--- src/rtl/pipe_latch_skid.sv ---
// Two-entry pipeline latch (OUT + SKID) between pipe stages: 1-cycle latency, full throughput.
// Back-pressure: i_ready low holds OUT, one extra entry parks in SKID, o_ready drops only when both are full.
module pipe_latch_skid #(
  parameter int DATA_W = 128,
  parameter int CTRL_W = 12,
  parameter int CNT_W  = 16
) (
  input  logic              clk,
  input  logic              rst,
  input  logic              i_step,
  input  logic              i_flush,
  input  logic              i_valid,
  output logic              o_ready,
  input  logic [DATA_W-1:0] i_data,
  input  logic [CTRL_W-1:0] i_ctrl,
  output logic              o_valid,
  input  logic              i_ready,
  output logic [DATA_W-1:0] o_data,
  output logic [CTRL_W-1:0] o_ctrl,
  output logic [CNT_W-1:0]  o_stall_cnt,
  output logic [CNT_W-1:0]  o_flush_cnt
);

  typedef struct packed {
    logic [CTRL_W-1:0] ctrl;
    logic [DATA_W-1:0] data;
  } entry_t;

  typedef enum logic [1:0] {
    EMPTY = 2'd0,
    ONE   = 2'd1,
    TWO   = 2'd2
  } state_t;

  typedef enum logic [1:0] {
    OUT_HOLD      = 2'd0,
    OUT_LOAD_IN   = 2'd1,
    OUT_LOAD_SKID = 2'd2,
    OUT_CLEAR     = 2'd3
  } out_sel_t;

  localparam logic [CNT_W-1:0] CNT_ONE = {{(CNT_W-1){1'b0}}, 1'b1};

  state_t           state, state_nxt;
  out_sel_t         out_sel;
  entry_t           out_q, skid_q, in_ent;
  logic             skid_load, skid_clear;
  logic             accept, emit, stall_inc, flush_inc;
  logic [CNT_W-1:0] stall_q, flush_q;

  // Handshake outputs come straight from the state register, no input paths.
  assign o_valid     = (state != EMPTY);
  assign o_ready     = (state != TWO);
  assign o_data      = out_q.data;
  assign o_ctrl      = o_valid ? out_q.ctrl : '0;
  assign o_stall_cnt = stall_q;
  assign o_flush_cnt = flush_q;

  assign accept    = i_step && i_valid && o_ready && !i_flush;
  assign emit      = i_step && o_valid && i_ready && !i_flush;
  assign stall_inc = i_step && o_valid && !i_ready && !i_flush;
  assign flush_inc = i_flush && o_valid;

  always_comb begin
    in_ent      = '0;
    in_ent.ctrl = i_ctrl;
    in_ent.data = i_data;
  end

  always_comb begin
    state_nxt  = state;
    out_sel    = OUT_HOLD;
    skid_load  = 1'b0;
    skid_clear = 1'b0;
    if (i_flush) begin
      // Flush wins over step: drop everything including the incoming entry.
      state_nxt  = EMPTY;
      out_sel    = OUT_CLEAR;
      skid_clear = 1'b1;
    end else begin
      unique case (state)
        EMPTY: begin
          if (accept) begin
            state_nxt = ONE;
            out_sel   = OUT_LOAD_IN;
          end
        end
        ONE: begin
          if (accept && emit) begin
            out_sel = OUT_LOAD_IN;
          end else if (accept) begin
            state_nxt = TWO;
            skid_load = 1'b1;
          end else if (emit) begin
            state_nxt = EMPTY;
            out_sel   = OUT_CLEAR;
          end
        end
        TWO: begin
          if (emit) begin
            state_nxt  = ONE;
            out_sel    = OUT_LOAD_SKID;
            skid_clear = 1'b1;
          end
        end
        default: begin
          state_nxt  = EMPTY;
          out_sel    = OUT_CLEAR;
          skid_clear = 1'b1;
        end
      endcase
    end
  end

  always_ff @(posedge clk or posedge rst) begin
    if (rst) begin
      state <= EMPTY;
    end else begin
      state <= state_nxt;
    end
  end

  always_ff @(posedge clk or posedge rst) begin
    if (rst) begin
      out_q  <= '0;
      skid_q <= '0;
    end else begin
      unique case (out_sel)
        OUT_LOAD_IN:   out_q <= in_ent;
        OUT_LOAD_SKID: out_q <= skid_q;
        OUT_CLEAR:     out_q <= '0;
        default:       out_q <= out_q;
      endcase
      if (skid_clear) begin
        skid_q <= '0;
      end else if (skid_load) begin
        skid_q <= in_ent;
      end
    end
  end

  // Saturating statistics; they never wrap back to zero.
  always_ff @(posedge clk or posedge rst) begin
    if (rst) begin
      stall_q <= '0;
      flush_q <= '0;
    end else begin
      if (stall_inc && (stall_q != '1)) begin
        stall_q <= stall_q + CNT_ONE;
      end
      if (flush_inc && (flush_q != '1)) begin
        flush_q <= flush_q + CNT_ONE;
      end
    end
  end

endmodule

--- config.mk ---
export PLATFORM = sky130hd
export DESIGN_NAME = pipe_latch_skid
export DESIGN_NICKNAME = d
export VERILOG_FILES = /design/src/rtl/pipe_latch_skid.sv
export SDC_FILE = /design/constraint.sdc
export NUM_CORES = 1
export LEC_CHECK = 0
export BUFFER_PORTS_ARGS = -buffer_cell sky130_fd_sc_hd__buf_4
export CORE_MARGIN = 3
export CORE_UTILIZATION = 45
export DETAILED_ROUTE_END_ITERATION = 10
export PLACE_DENSITY_LB_ADDON = 0.25
export SYNTH_ARGS = -nofsm -noshare
export SYNTH_HDL_FRONTEND = slang
export SYNTH_SLANG_ARGS = --single-unit
--- constraint.sdc ---
create_clock -name clk -period 13.35 [get_ports clk]
set_input_delay 2.67 -clock clk [delete_from_list [all_inputs] [get_ports clk]]
set_output_delay 2.67 -clock clk [all_outputs]
set_load 0.005 [all_outputs]
==> results.tsv <==
stage	metric	value	unit
run_status	status	finished clean	
logic_synthesis	ys_seq_area_share	54.49	%
global_route	overflow	0	
run	max_cap_viol_count	0	
clock_network	post_cts_resized	0	
sta	max_slew_margin	18.09	%
sta	finalCriticalPeriod	4.978	ns
worst_setup_path	max_stage_delay	0.92	ns
pwr	leakagePower	9.154	nW
route	antenna_left	0	
logic_synthesis	ys_ff_latch	314	
route	wl	35.52	mm
clock_network	post_cts_buffers	0	
cells_and_area	fillers	2724	
cells_and_area	nets	1682	
sta	tns	0	ns
logic_synthesis	synth_most_common_cell	dfrtp_1	
logic_synthesis	syn_inst	1390	
sta	slew_violations	0	
logic_synthesis	async_reset_ff_share	100.0	%
clock_network	cts_tree	built	
place	hpwlAfterDp	21.87	mm
logic_synthesis	syn_area_per_cell	10.37	sq um
worst_setup_path	critPathTopFamily	simple AND/OR/NAND/NOR gates	
worst_setup_path	required	10.68	ns
route	drtIter0Drc	630	
worst_setup_path	critPathCaptureType	primary output	
floorplanning	num_rows	64	
clock_network	cts.sinks	314	
cells_and_area	stdcell_area	17100	sq um
clock_network	clockBufferDepth	3	
logic_synthesis	ys_top_cells_by_count	314 x dfrtp_1, 291 x nand2_1, 142 x a21oi_1	
sta	finalHoldViolCount	0	
global_route	antenna_found_initial	0	
logic_synthesis	yosys.area.top_type	dfrtp_1	
worst_setup_path	critical_path_arrival	2.31	ns
floorplanning	die_h	185	um
cells_and_area	seq_area	7858	sq um
worst_setup_path	crit_slowest_cell	nor2_1	
route	firstDrtPassIters	6	
pwr	power.density	126.2	nW/um^2
logic_synthesis	synth_area_leaders	dfrtp_1 54%, a22o_1 8.5%, nand2_1 7.6%	
clock_network	cts-root-buf	clkbuf_16	
global_route	grt_pass1_wl	55.97	mm
place	port-buffer-count	319	
sta	timing.fmax	200.9	MHz
route	viasPerCell	5.420	
floorplanning	core_area	31070	sq um
clock_network	insertion_delay	0.50	ns
cells_and_area	n_antenna_cell	0	
place	gp_congestion	0.7655	
cells_and_area	final_layout_size_suffix_gt1_share	25.85	%
floorplanning	start_util	46.41	%
pwr	peakVddDrop	99.43	uV
worst_setup_path	startpoint_type	flip-flop	
sta	period_share	37.29	%
route	post-route-drc-count	0	
floorplanning	dieArea	34230	sq um
logic_synthesis	synth.top_cell.area_share	54.49	%
floorplanning	ios	320	
clock_network	clkTransAtPathRegs	0.05	ns
logic_synthesis	syn_nets	1538	
global_route	grt_use_total	20.13	%
logic_synthesis	netlist_area	14420	sq um
worst_setup_path	path_class	reg2out	
place	placed_area	15960	sq um
global_route	grt_pass1_vias	10430	
sta	setup_viol	0	
logic_synthesis	synth_edf_count	0	
sta	fin_skew	0.01802	ns
floorplanning	die_x	185	um
sta	rsz0062_at_grt	no	
logic_synthesis	ys.flop_type	dfrtp_1	
logic_synthesis	synthDistinctLibCells	48	
worst_setup_path	crit_path_cell_trace	nor2_1 -> nor2b_1 -> buf_4	
cells_and_area	multi_input_area	5091	sq um
global_route	grt_start_max_net_pins	104	
sta	worst_pin_slew	1.229	ns
min_path	worstHoldPathType	reg2reg	
worst_setup_path	crit_buf_inv	1	
route	wl_per_cell	18.21	um
route	vias	10580	
clock_network	cts.hold.buffers_added	0	
logic_synthesis	ys_warn_count	0	
clock_network	htree_levels	2	
worst_setup_path	cp_max_fo	14	
cells_and_area	area_growth	18.57	%
clock_network	cts_buffers	36	
==> where the power goes <==
part           internal, mW  switching, mW
clock network         0.577          0.373
registers             0.984         0.0281
logic                0.0968         0.0980
total                  1.66          0.499
==> registers in the layout (all words and copies together) (netlist names) <==
register and flops:
o_data 128, o_flush_cnt 16, o_stall_cnt 16, out_q 12, skid_q 140, state 2
==> routing by layer <==
metal | routed length [um] | track usage [%] | up-vias
met5 | 0 | 0 | -
met4 | 990 | 6.062 | 0
met3 | 2406 | 4.242 | 68
met2 | 17210 | 33.65 | 312
met1 | 14910 | 26.53 | 5250
li1 | - | - | 4945
==> cells by family after synthesis <==
family          after synthesis  share of synthesized area (%)
compound gates              433                          21.36
simple gates                376                          11.36
buf+inv                     232                          10.53
flops                       314                          54.49
mux                           5                         0.3818
xor+xnor                     28                          1.701
fa+ha+maj                     2                         0.1735
==> path summary, 6_finish.rpt <==
kind                       slack (ns)  cells past startpoint             end  startpoint
setup / recovery                 8.37                      3       o_ctrl[4]    state[0]
setup reg to reg                10.32                      5      skid_q[40]    state[0]
max in group asynchronous        8.69                      4      o_data[69]         rst
hold reg to reg                  0.47                      1      out_q[137]  out_q[137]
hold / removal                   0.47                      1      out_q[137]  out_q[137]
min in group asynchronous        2.27                      2  o_stall_cnt[8]         rst
==> final cells by class <==
| cell class | count | share of cell area (%) |
|---|---|---|
| Clock buffer | 50 | 6.052 |
| Clock inverter | 9 | 0.6001 |
| Inverter | 8 | 0.2196 |
| Multi-Input combinational cell | 844 | 29.78 |
| Sequential cell | 314 | 45.96 |
| Tap cell | 396 | 2.898 |
| Timing Repair Buffer | 330 | 14.49 |
==> worst reg2reg max path, cell delays in order (launching register included) <==
cell	delay (ns)
dfrtp_1	0.58
nor2b_2	0.39
and3_4	0.60
buf_4	0.93
nand2_1	0.27
a21oi_1	0.18
==> layout by cell type, fill, tap and decap left out, drive strengths merged, types with 2 or more instances in the layout <==
cell / n
and4: 2
nor3: 11
nor3b: 2
ha: 2
mux2: 4
and3: 5
nand4: 9
buf: 330
nand2: 291
a21oi: 142
clkbuf: 50
clkinv: 5
a21o: 141
nor4: 8
nand3: 13
inv: 10
nand2b: 4
nor2: 10
nor2b: 15
a22o: 140
bufinv: 2
xor2: 20
xnor2: 8
o21ai: 3
dfrtp: 314
==> through the flow <==
stage	instances	setup slack [ns]	hold WS, ns	utilization, %	power (mW)
global placement	1892	8.045	0.4522	51.37	1.224
detailed placement	1892	8.034	0.4571	51.37	1.228
finish	1951	8.372	0.4651	55.03	2.157
CTS	1951	8.255	0.4693	55.03	2.188
floorplan	1390	1.994	0.4413	-	1.137
global route	1951	8.114	0.4799	55.03	2.252
No activity file was read; power rests on OpenSTA's default activity.
